==> src/rtl/eth_pkg.sv <==
// Shared types, constants and CRC helper for the Ethernet transmit path.
package eth_pkg;

    typedef enum logic [2:0] {
        IDLE,
        PREAMBLE,
        SFD,
        PAYLOAD,
        PAD,
        FCS,
        IFG
    } txState_t;

    localparam logic [7:0]  PREAMBLE_BYTE = 8'h55;
    localparam logic [7:0]  SFD_BYTE      = 8'hD5;
    localparam logic [31:0] CRC_POLY      = 32'hEDB88320;
    localparam logic [31:0] CRC_INIT      = 32'hFFFFFFFF;

    // One byte of reflected CRC-32, LSB of the byte first.
    function automatic logic [31:0] crc32_byte(input logic [31:0] crc, input logic [7:0] data);
        logic [31:0] c;
        c = crc ^ {24'h000000, data};
        for (int i = 0; i < 8; i++) begin
            c = c[0] ? ((c >> 1) ^ CRC_POLY) : (c >> 1);
        end
        return c;
    endfunction

endpackage

==> src/rtl/eth_tx_framer_if.sv <==
// Payload stream in and GMII-style byte bus out of the transmit framer.
interface eth_tx_framer_if;

    logic [7:0] dataIn;
    logic       dataValidIn;
    logic       dataLastIn;
    logic       dataReadyOut;
    logic [7:0] txDataOut;
    logic       txEnOut;
    logic       txErOut;
    logic       busyOut;
    logic       errOut;

    modport master (
        output dataIn, dataValidIn, dataLastIn,
        input  dataReadyOut, txDataOut, txEnOut, txErOut, busyOut, errOut
    );

    modport slave (
        input  dataIn, dataValidIn, dataLastIn,
        output dataReadyOut, txDataOut, txEnOut, txErOut, busyOut, errOut
    );

endinterface

==> src/rtl/eth_crc32.sv <==
// Byte-wide CRC-32 register; shared with the receive-side FCS checker.
module eth_crc32
    import eth_pkg::*;
(
    input  logic        clkIn,
    input  logic        rstIn,
    input  logic        initIn,
    input  logic        enIn,
    input  logic [7:0]  dataIn,
    output logic [31:0] crcOut
);

    logic [31:0] crc_next;

    // Next CRC value for the byte on dataIn.
    always_comb begin
        crc_next = crc32_byte(crcOut, dataIn);
    end

    // Running CRC; init has priority over enable.
    always_ff @(posedge clkIn) begin
        if (rstIn || initIn) begin
            crcOut <= CRC_INIT;
        end else if (enIn) begin
            crcOut <= crc_next;
        end
    end

endmodule

==> src/rtl/eth_tx_framer.sv <==
// Ethernet transmit framer: preamble/SFD, payload, zero pad, FCS and IFG.
module eth_tx_framer
    import eth_pkg::*;
#(
    parameter int unsigned PREAMBLE_LEN = 7,
    parameter int unsigned MIN_LEN      = 60,
    parameter int unsigned MAX_LEN      = 1514,
    parameter int unsigned IFG_CYCLES   = 12
) (
    input  logic            clkIn,
    input  logic            rstIn,
    eth_tx_framer_if.slave  bus
);

    localparam int unsigned BYTE_CNT_W  = 11;
    localparam int unsigned PHASE_CNT_W = 8;

    txState_t                 state;
    logic [PHASE_CNT_W-1:0]   phase_cnt;
    logic [BYTE_CNT_W-1:0]    byte_cnt;
    logic                     last_seen;
    logic [7:0]               tx_data;
    logic                     tx_en;
    logic                     tx_er;
    logic                     err;

    logic                     ready_c;
    logic                     accept_c;
    logic                     pad_c;
    logic                     last_byte_c;
    logic                     crc_en_c;
    logic                     crc_init_c;
    logic [7:0]               crc_data_c;
    logic [31:0]              crc;
    logic [31:0]              fcs_c;

    // Handshake and CRC feed, derived from registered state only (plus data for the CRC).
    always_comb begin
        ready_c     = (state == SFD) || ((state == PAYLOAD) && !last_seen);
        accept_c    = ready_c && bus.dataValidIn;
        pad_c       = (((state == PAYLOAD) && last_seen) || (state == PAD))
                      && (byte_cnt < BYTE_CNT_W'(MIN_LEN));
        last_byte_c = bus.dataLastIn || (byte_cnt == BYTE_CNT_W'(MAX_LEN - 1));
        crc_en_c    = accept_c || pad_c;
        crc_data_c  = accept_c ? bus.dataIn : 8'h00;
        crc_init_c  = (state == IFG) && !tx_en
                      && (phase_cnt == PHASE_CNT_W'(IFG_CYCLES - 1));
        fcs_c       = ~crc;
    end

    eth_crc32 u_crc (
        .clkIn  (clkIn),
        .rstIn  (rstIn),
        .initIn (crc_init_c),
        .enIn   (crc_en_c),
        .dataIn (crc_data_c),
        .crcOut (crc)
    );

    // Framing FSM; state always names the byte currently on the wire.
    always_ff @(posedge clkIn) begin
        if (rstIn) begin
            state     <= IDLE;
            phase_cnt <= '0;
            byte_cnt  <= '0;
            last_seen <= 1'b0;
            tx_data   <= 8'h00;
            tx_en     <= 1'b0;
            tx_er     <= 1'b0;
            err       <= 1'b0;
        end else begin
            err   <= 1'b0;
            tx_er <= 1'b0;
            case (state)
                IDLE: begin
                    tx_en   <= 1'b0;
                    tx_data <= 8'h00;
                    if (bus.dataValidIn) begin
                        state     <= PREAMBLE;
                        phase_cnt <= '0;
                        byte_cnt  <= '0;
                        last_seen <= 1'b0;
                        tx_en     <= 1'b1;
                        tx_data   <= PREAMBLE_BYTE;
                    end
                end
                PREAMBLE: begin
                    if (phase_cnt == PHASE_CNT_W'(PREAMBLE_LEN - 1)) begin
                        state   <= SFD;
                        tx_data <= SFD_BYTE;
                    end else begin
                        phase_cnt <= phase_cnt + PHASE_CNT_W'(1);
                        tx_data   <= PREAMBLE_BYTE;
                    end
                end
                SFD, PAYLOAD, PAD: begin
                    if (ready_c) begin
                        if (bus.dataValidIn) begin
                            state    <= PAYLOAD;
                            tx_data  <= bus.dataIn;
                            byte_cnt <= byte_cnt + BYTE_CNT_W'(1);
                            if (last_byte_c) begin
                                last_seen <= 1'b1;
                                err       <= !bus.dataLastIn;
                            end
                        end else begin
                            // Underrun: one abort byte, then straight to the gap.
                            state     <= IFG;
                            phase_cnt <= '0;
                            tx_data   <= 8'h00;
                            tx_er     <= 1'b1;
                            err       <= 1'b1;
                        end
                    end else if (pad_c) begin
                        state    <= PAD;
                        tx_data  <= 8'h00;
                        byte_cnt <= byte_cnt + BYTE_CNT_W'(1);
                    end else begin
                        state     <= FCS;
                        phase_cnt <= '0;
                        last_seen <= 1'b0;
                        tx_data   <= fcs_c[7:0];
                    end
                end
                FCS: begin
                    if (phase_cnt[1:0] == 2'd3) begin
                        state     <= IFG;
                        phase_cnt <= '0;
                        tx_en     <= 1'b0;
                        tx_data   <= 8'h00;
                    end else begin
                        phase_cnt <= phase_cnt + PHASE_CNT_W'(1);
                        case (phase_cnt[1:0])
                            2'd0:    tx_data <= fcs_c[15:8];
                            2'd1:    tx_data <= fcs_c[23:16];
                            default: tx_data <= fcs_c[31:24];
                        endcase
                    end
                end
                IFG: begin
                    tx_en   <= 1'b0;
                    tx_data <= 8'h00;
                    // The abort byte of an underrun does not count towards the gap.
                    if (!tx_en) begin
                        if (phase_cnt == PHASE_CNT_W'(IFG_CYCLES - 1)) begin
                            state     <= IDLE;
                            phase_cnt <= '0;
                        end else begin
                            phase_cnt <= phase_cnt + PHASE_CNT_W'(1);
                        end
                    end
                end
                default: begin
                    state <= IDLE;
                end
            endcase
        end
    end

    assign bus.dataReadyOut = ready_c;
    assign bus.txDataOut    = tx_data;
    assign bus.txEnOut      = tx_en;
    assign bus.txErOut      = tx_er;
    assign bus.busyOut      = (state != IDLE);
    assign bus.errOut       = err;

endmodule

==> src/flat_wrapper.sv <==
// flat-port wrapper written by rule: the top's interface ports become plain ports
module eth_tx_framer_flat import eth_pkg::*;
#(
    parameter int unsigned PREAMBLE_LEN = 7,
    parameter int unsigned MIN_LEN      = 60,
    parameter int unsigned MAX_LEN      = 1514,
    parameter int unsigned IFG_CYCLES   = 12
)
  (clkIn, rstIn, bus_dataIn, bus_dataValidIn, bus_dataLastIn, bus_dataReadyOut, bus_txDataOut, bus_txEnOut, bus_txErOut, bus_busyOut, bus_errOut);
  eth_tx_framer_if bus_i ();
  input  logic clkIn;
  input  logic rstIn;
  input wire logic [$bits(bus_i.dataIn)-1:0] bus_dataIn;
  input wire logic [$bits(bus_i.dataValidIn)-1:0] bus_dataValidIn;
  input wire logic [$bits(bus_i.dataLastIn)-1:0] bus_dataLastIn;
  output wire logic [$bits(bus_i.dataReadyOut)-1:0] bus_dataReadyOut;
  output wire logic [$bits(bus_i.txDataOut)-1:0] bus_txDataOut;
  output wire logic [$bits(bus_i.txEnOut)-1:0] bus_txEnOut;
  output wire logic [$bits(bus_i.txErOut)-1:0] bus_txErOut;
  output wire logic [$bits(bus_i.busyOut)-1:0] bus_busyOut;
  output wire logic [$bits(bus_i.errOut)-1:0] bus_errOut;
  assign bus_i.dataIn = bus_dataIn;
  assign bus_i.dataValidIn = bus_dataValidIn;
  assign bus_i.dataLastIn = bus_dataLastIn;
  assign bus_dataReadyOut = bus_i.dataReadyOut;
  assign bus_txDataOut = bus_i.txDataOut;
  assign bus_txEnOut = bus_i.txEnOut;
  assign bus_txErOut = bus_i.txErOut;
  assign bus_busyOut = bus_i.busyOut;
  assign bus_errOut = bus_i.errOut;
  eth_tx_framer #(.PREAMBLE_LEN(PREAMBLE_LEN), .MIN_LEN(MIN_LEN), .MAX_LEN(MAX_LEN), .IFG_CYCLES(IFG_CYCLES)) u_core (.clkIn(clkIn), .rstIn(rstIn), .bus(bus_i));
endmodule
==> config.mk <==
export PLATFORM = sky130hd
export DESIGN_NAME = eth_tx_framer_flat
export DESIGN_NICKNAME = d
export VERILOG_FILES = /design/src/rtl/eth_pkg.sv /design/src/rtl/eth_tx_framer_if.sv /design/src/rtl/eth_crc32.sv /design/src/rtl/eth_tx_framer.sv /design/src/flat_wrapper.sv
export SDC_FILE = /design/constraint.sdc
export NUM_CORES = 1
export LEC_CHECK = 0
export ABC_AREA = 1
export CORE_ASPECT_RATIO = 1.4
export CORE_UTILIZATION = 45
export CTS_BUF_LIST = sky130_fd_sc_hd__clkbuf_16
export CTS_CLUSTER_SIZE = 16
export DETAILED_ROUTE_END_ITERATION = 8
export PLACE_DENSITY = 0.6
export SLEW_MARGIN = 20
export SYNTH_ARGS = -nofsm -noshare
export SYNTH_HDL_FRONTEND = slang
export SYNTH_SLANG_ARGS = --single-unit
==> constraint.sdc <==
create_clock -name clkIn -period 2.2 [get_ports clkIn]
set_clock_uncertainty 0.05 [all_clocks]
set_input_delay 0.22 -clock clkIn [delete_from_list [all_inputs] [get_ports clkIn]]
set_output_delay 0.22 -clock clkIn [all_outputs]
set_load 0.005 [all_outputs]
-- After elaboration in Yosys (flattened, before gate mapping)
Index checks and enable logic that the tools add are counted.
- input port bits: 12
- flip-flop bits (word level): 66
- bitwise operators: 12
- magnitude comparators: 1
- equal/unequal tests: 22
- add/sub/neg operators: 2
- mux-type cells: 52
- reductions and logical operators: 27
- operators by type and width (cell ; count):
    2-to-1 mux 32 bit ; 8
    2-to-1 mux 8 bit ; 14
    NOT 13 -> 14 bit ; 8
    one-hot mux 8 bit (5 select lines) ; 2
    2-to-1 mux 11 bit ; 4
    NOT 32 bit ; 1
    XOR 32 x 8 -> 32 bit ; 1
    one-hot mux 11 bit (2 select lines) ; 1
    2-to-1 mux 3 bit ; 7
    one-hot mux 8 bit (2 select lines) ; 1
    one-hot mux 3 bit (5 select lines) ; 1
    adder 11 x 1 -> 11 bit (second input constant) ; 1
    equality test 11 bit (second input constant) ; 1
    less-than comparator 11 x 6 -> 1 bit (second input constant) ; 1
    2-to-1 mux 1 bit ; 11
    AND reduction 5 bit ; 2
    equality test 3 bit (second input constant) ; 3
    inequality test 3 bit (second input constant) ; 3
    adder 8 x 1 -> 8 bit (second input constant) ; 1
    equality test 8 x 3 -> 1 bit (second input constant) ; 1
    equality test 8 x 4 -> 1 bit (second input constant) ; 1
    inequality test 2 bit (second input constant) ; 4
    2-to-1 mux 7 bit ; 1
    equality test 3 x 2 -> 1 bit (second input constant) ; 2
    20 further kinds ; 36

-- Longest topological paths before layout
- depth after elaboration: 22
- gate-level depth with buffers: 17
- gate-level depth less buffers: 16

-- Modules after synthesis
Synthesis repeated with hierarchy kept, for this count alone.
- cells, all modules: 765
- area, all modules: 5086.1 um^2
- modules (own cells, without submodules) (module ; cells each ; area an instance (um^2) ; times used ; sequential area each (um^2)):
    eth_tx_framer ; 451 ; 2740.1 ; 1 ; 680.7
    eth_crc32 ; 314 ; 2346.0 ; 1 ; 640.6

-- Worst setup path before layout
OpenSTA, ideal clock, no wires.
- path kind: reg-to-reg
- start: reg u_core.state[2]
- end: reg u_core.u_crc.crcOut[29]
- setup slack: 0.367 ns
- library setup time: 0.112 ns
- data required time: 2.038 ns
- stages on the path, launching flop included: 18
- data arrival time: 1.671 ns
- path through: dfxtp_1 buf_6 inv_1 nand2_4 nor2_8 nand2_4 nor2_4 nand2_4 nand2_8 nand2_2 nand2_4 nand2_4 nand2_4 inv_2 nand2_1 nand2_1 nand2_1 nand2_1
- word-level cells in the longest chain between the ends: 16
- elaborated cells between the ends (all ways): 28
- RTL lines (item ; line ; source):
    from (decl) ; eth_tx_framer.sv:18 ; txState_t state;
    from (signal assigned) ; eth_tx_framer.sv:63 ; state <= IDLE;
    from (signal assigned) ; eth_tx_framer.sv:79 ; state <= PREAMBLE;
    from (signal assigned) ; eth_tx_framer.sv:89 ; state <= SFD;
    equality test 3 x 2 -> 1 bit ; eth_tx_framer.sv:39 ; ready_c = (state == SFD) || ((state == PAYLOAD) && !last_seen);
    logical AND 1 bit ; eth_tx_framer.sv:39 ;
    logical OR 1 bit * ; eth_tx_framer.sv:39 ;
    named net bus_dataReadyOut ; flat_wrapper.sv:16 ; output wire logic [$bits(bus_i.dataReadyOut)-1:0] bus_dataReadyOut;
    logical AND 1 bit * ; eth_tx_framer.sv:40 ; accept_c = ready_c && bus.dataValidIn;
    2-to-1 mux 8 bit ; eth_tx_framer.sv:45 ; crc_data_c = accept_c ? bus.dataIn : 8'h00;
    XOR 32 x 8 -> 32 bit ; eth_pkg.sv:22 ; c = crc ^ {24'h000000, data};
    2-to-1 mux 32 bit / NOT 13 -> 14 bit (equally long branches) ; - ;
    2-to-1 mux 32 bit (5 in a row) ; eth_pkg.sv:24 ; c = c[0] ? ((c >> 1) ^ CRC_POLY) : (c >> 1);
    NOT 13 -> 14 bit (no line) / 2-to-1 mux 32 bit (equally long branches) ; - ;
    2-to-1 mux 32 bit ; eth_pkg.sv:24 ;
    NOT 13 -> 14 bit (no line) ; - ;
    2-to-1 mux 32 bit ; eth_pkg.sv:24 ;
    to (signal assigned) ; eth_crc32.sv:25 ; crcOut <= crc_next;
    to (decl) ; eth_crc32.sv:10 ; output logic [31:0] crcOut
Mark *: on every way through the listed nets, which the timed path passes. The rest lies on a longest branch.
A chain may end at the register's enable or synchronous reset.

-- Final worst setup path
- start: reg u_core.phase_cnt[1]
- end: reg u_core.tx_data[0], in the netlist u_core.bus.txDataOut[0]
- word-level cells in the longest chain between the ends: 4
- elaborated cells between the ends (all ways): 6
- RTL lines (item ; line ; source):
    from (decl) ; eth_tx_framer.sv:19 ; logic [PHASE_CNT_W-1:0] phase_cnt;
    from (signal assigned) ; eth_tx_framer.sv:92 ; phase_cnt <= phase_cnt + PHASE_CNT_W'(1);
    from (signal assigned) ; eth_tx_framer.sv:132 ; phase_cnt <= phase_cnt + PHASE_CNT_W'(1);
    from (signal assigned) ; eth_tx_framer.sv:149 ; phase_cnt <= phase_cnt + PHASE_CNT_W'(1);
    equality test 2 x 1 -> 1 bit / logical NOT 2 bit (equally long branches) ; eth_tx_framer.sv:133 ; case (phase_cnt[1:0])
    one-hot mux 8 bit (2 select lines) ; eth_tx_framer.sv:133 ;
    2-to-1 mux 8 bit * ; eth_tx_framer.sv:126 ; if (phase_cnt[1:0] == 2'd3) begin
    one-hot mux 8 bit (5 select lines) * ; eth_tx_framer.sv:74 ; case (state)
    to (signal assigned) ; eth_tx_framer.sv:134 ; 2'd0: tx_data <= fcs_c[15:8];
    to (signal assigned) ; eth_tx_framer.sv:135 ; 2'd1: tx_data <= fcs_c[23:16];
    to (signal assigned) ; eth_tx_framer.sv:136 ; default: tx_data <= fcs_c[31:24];
    to (decl) ; eth_tx_framer.sv:22 ; logic [7:0] tx_data;
Mark *: on every way between the ends. The rest lies on a longest branch, timed or not.

==> run_results.csv <==
group,metric,value,unit
flow_run,max-cap-violations,0,
placement,dp.cells,926,
pwr,totalPowerFinal,9.58,mW
worst_setup_path,slowest_stage,"dfxtp_1",
worst_setup_path,cpMostUsedCell,"inv_1",
grt,grt_usage,0.285,
sta,finalCritPeriodShare,0.923,
worst_hold_path,whs_path_depth,2,
yosys,synth_top_area_frac,0.285,
yosys,synth_enable_flop_cells,0,
clocking,cts_tree,"built",
placement,post-place-ws,-0.0159,ns
worst_setup_path,arrival,2.22,ns
detailed_routing,drt-wirelength-per-cell,15.2,µm
detailed_routing,wl_met3,649,µm
clocking,worstSkewPairLatency,0.33,ns
yosys,synthTopCellsByArea,"dfxtp_1 (28%), nand2_1 (19%), nand3_1 (7.4%)",
clocking,cts.sinks,66,
clocking,cts_buffer_depth,2,
sta,tns,0,ns
sta,drv_slew,0,
outcome,outcome,"finished clean",
clocking,clk_pin_slew,0.06,ns
clocking,cts_setup_buffers,0,
yosys,synthMuxAreaShare,0,
yosys,synthAdderAreaFrac,0.0189,
yosys,synth_compound_area_frac,0.132,
cells_and_area,syn_to_final_growth,21.7,%
pwr,p_sw_frac,0.503,
detailed_routing,drtPass1Iterations,5,
sta,finalSetupViolations,0,
yosys,yosysTopAreaCell,"dfxtp_1",
die,ios,25,
yosys,ys_seq_area_frac,0.285,
yosys,synth_fp_nets,756,
cells_and_area,fin_nets,821,
placement,hpwlAfterDp,11.1,mm
yosys,async_flop_share,0,
detailed_routing,viasPerCell,5.33,
detailed_routing,wl_met2,7.00,mm
yosys,ys_warn_count,0,
pwr,p_per_area,1700,mW/mm²
pwr,power_frac_seq,0.203,
worst_setup_path,reg2regPathDepth,11,
worst_setup_path,cp_slowest_stage_delay,0.39,ns
yosys,synth-main-ff-cell,"dfxtp_1",
die,die_y,122,µm
placement,place_congestion,0.933,
yosys,synth.distinct_cells,37,
cells_and_area,regArea,0.00132,mm²
clocking,numCtsBuffers,9,
die,die_w,87.8,µm
sta,setup_ws,0.168,ns
sta,hold_violations,0,
pwr,combPwrFrac,0.652,
cells_and_area,layout.cells.non_filler,941,
grt,grt_pass1_vias,4804,
pwr,p_clk_frac,0.144,
cells_and_area,drive_gt1_frac,0.150,
clocking,htree_levels,3,
die,dieArea,0.0107,mm²
detailed_routing,routed_wl,14.3,mm
sta,relSlewSlack,0.710,
sta,tightest_slew,0.431,ns
cells_and_area,antennaDiodeCount,0,
worst_setup_path,cp_cell_sequence,"inv_1, ha_1, inv_1, buf_4, o22ai_1, o21ai_0, nand2_1, a31oi_1, nand3_1, nand2_1, inv_1",
worst_setup_path,path_class,"flop to flop",
detailed_routing,remaining_drc_errors,0,
cells_and_area,final_core_util,0.567,
cells_and_area,multi_input_area,0.00291,mm²
die,rows,43,
detailed_routing,routed.top_layer,"met4",
detailed_routing,antenna_left,0,
worst_setup_path,cp.required,2.38,ns
detailed_routing,wl_met1,5.86,mm
sta,fmax,0.492,GHz
yosys,avgSynthCellArea,6.30,µm²
pwr,p_switching,4.82,mW
grt,antenna_found_initial,0,
cells_and_area,fillers,1015,
pwr,leakagePower,2.81,nW
detailed_routing,drt_iter0_drc,227,
yosys,synth_top_family_by_area,"simple AND/OR/NAND/NOR gates",
sta,rsz0062_at_grt,"false",
grt,grt_pass1_wl,23.1,mm
worst_setup_path,endpoint_kind,"flop",
clocking,clockRootBuffer,"clkbuf_16",
sta,period_needed,2.03,ns
worst_hold_path,hold_path.class,"flop to flop",
grt,grt_max_degree,33,
placement,port_buffers,24,
yosys,synth-xor-area-share,0.0434,
die,core_area,0.00995,mm²
pwr,power.internal,4.76,mW
yosys,netlist_area,0.00464,mm²
die,initial_core_util,0.466,
detailed_routing,vias,5015,
yosys,synth-seq-cells,66,
yosys,synth_cells,737,
worst_setup_path,critical_path.max_fanout,6,
pwr,peakVddDrop,0.907,mV
grt,overflow,0,
worst_setup_path,startpoint_type,"flop",
yosys,synthSimpleGateAreaFrac,0.425,
[cell usage after synthesis, drive strengths merged (2+ instances only)]
master	count
nand2	267
inv	94
nand3	70
dfxtp	66
nor2	55
a21oi	40
o21ai	39
xor2	22
nand4	14
buf	9
nor3	9
o211ai	9
clkbuf	8
o22ai	8
ha	7
o21bai	5
a31oi	4
nor4	3
nand3b	2
o2111ai	2
[state kept, by name, indices dropped and copies added, names as in the netlist]
| signal | cells |
|---|---|
| u_core.bus.txEnOut | 1 |
| u_core.bus.txErOut | 1 |
| u_core.u_crc.crcOut | 32 |
| u_core.byte_cnt | 11 |
| u_core.bus.errOut | 1 |
| u_core.state | 3 |
| u_core.bus.txDataOut | 8 |
| u_core.phase_cnt | 8 |
| u_core.last_seen | 1 |
[placed cells by master (no fill, tap or decap), types with 8 or more instances in the layout]
| cell type | count |
|---|---|
| xor2_1 | 22 |
| nor2_1 | 44 |
| o22ai_1 | 8 |
| nor3_1 | 9 |
| clkdlybuf4s50_1 | 24 |
| nand3_1 | 69 |
| nand4_1 | 14 |
| nand2_1 | 228 |
| o211ai_1 | 9 |
| dfxtp_1 | 65 |
| inv_1 | 90 |
| nand2_4 | 15 |
| o21ai_0 | 37 |
| clkbuf_16 | 9 |
| a21oi_1 | 38 |
| buf_4 | 45 |
| nand2_2 | 23 |
[cells by family after synthesis]
kind of cell,count (synthesis)
and+or+nand+nor,421
buffers and inverters,111
AOI/OAI and AO/OA,109
DFF,66
xor gates and xnor gates,23
adders and majority gates,7
[power groups by stage]
stage	sequential (mW)	combinational [mW]	clock (mW)
6_report	1.95	6.25	1.38
5_1_grt	2.00	6.92	1.46
4_1_cts	1.94	6.17	1.40
3_5_place_dp	1.96	6.12	0
3_3_place_gp	1.95	6.07	0
2_1_floorplan	1.87	4.14	0
[metrics by stage]
stage	cell area (µm²)	hold slack, ns
finish	5650	0.436
global route	5650	0.449
CTS	5620	0.419
detailed placement	5340	0.412
global placement	5340	0.405
floorplan	4640	0.394
[area by class of cell]
class,count,share of cell area
Clock buffer,9,0.0399
Clock inverter,6,0.00908
Inverter,94,0.0629
Multi-Input combinational cell,560,0.515
Sequential cell,66,0.234
Tap cell,135,0.0299
Timing Repair Buffer,71,0.109
[per-layer routing]
layer,up-vias,track usage
met3,58,0.0359
met2,152,0.484
met5,-,0
li1,2507,-
met4,0,0.190
met1,2298,0.329
[final timing paths]
| path | startpoint | end | slack, ns |
|---|---|---|---|
| hold / removal | u_core.last_seen | u_core.last_seen | 0.44 |
| hold reg to reg | u_core.last_seen | u_core.last_seen | 0.44 |
| setup reg to reg | u_core.phase_cnt[1] | u_core.bus.txDataOut[0] | 0.17 |
| setup / recovery | u_core.phase_cnt[1] | u_core.bus.txDataOut[0] | 0.17 |
[critical path, delay by kind of cell, from the launching register on]
kind | cells | cell delay, ns
buffers and inverters | 4 | 0.55
adders and majority gates | 1 | 0.27
AOI/OAI and AO/OA | 3 | 0.44
and+or+nand+nor | 3 | 0.22
DFF | 1 | 0.39
[repair_timing]
item                       4_1_cts  5_1_grt
gates resized for setup          0       10
setup endpoints to repair        0       27
hold buffers                     0        0
No activity file was read; power rests on OpenSTA's default activity.
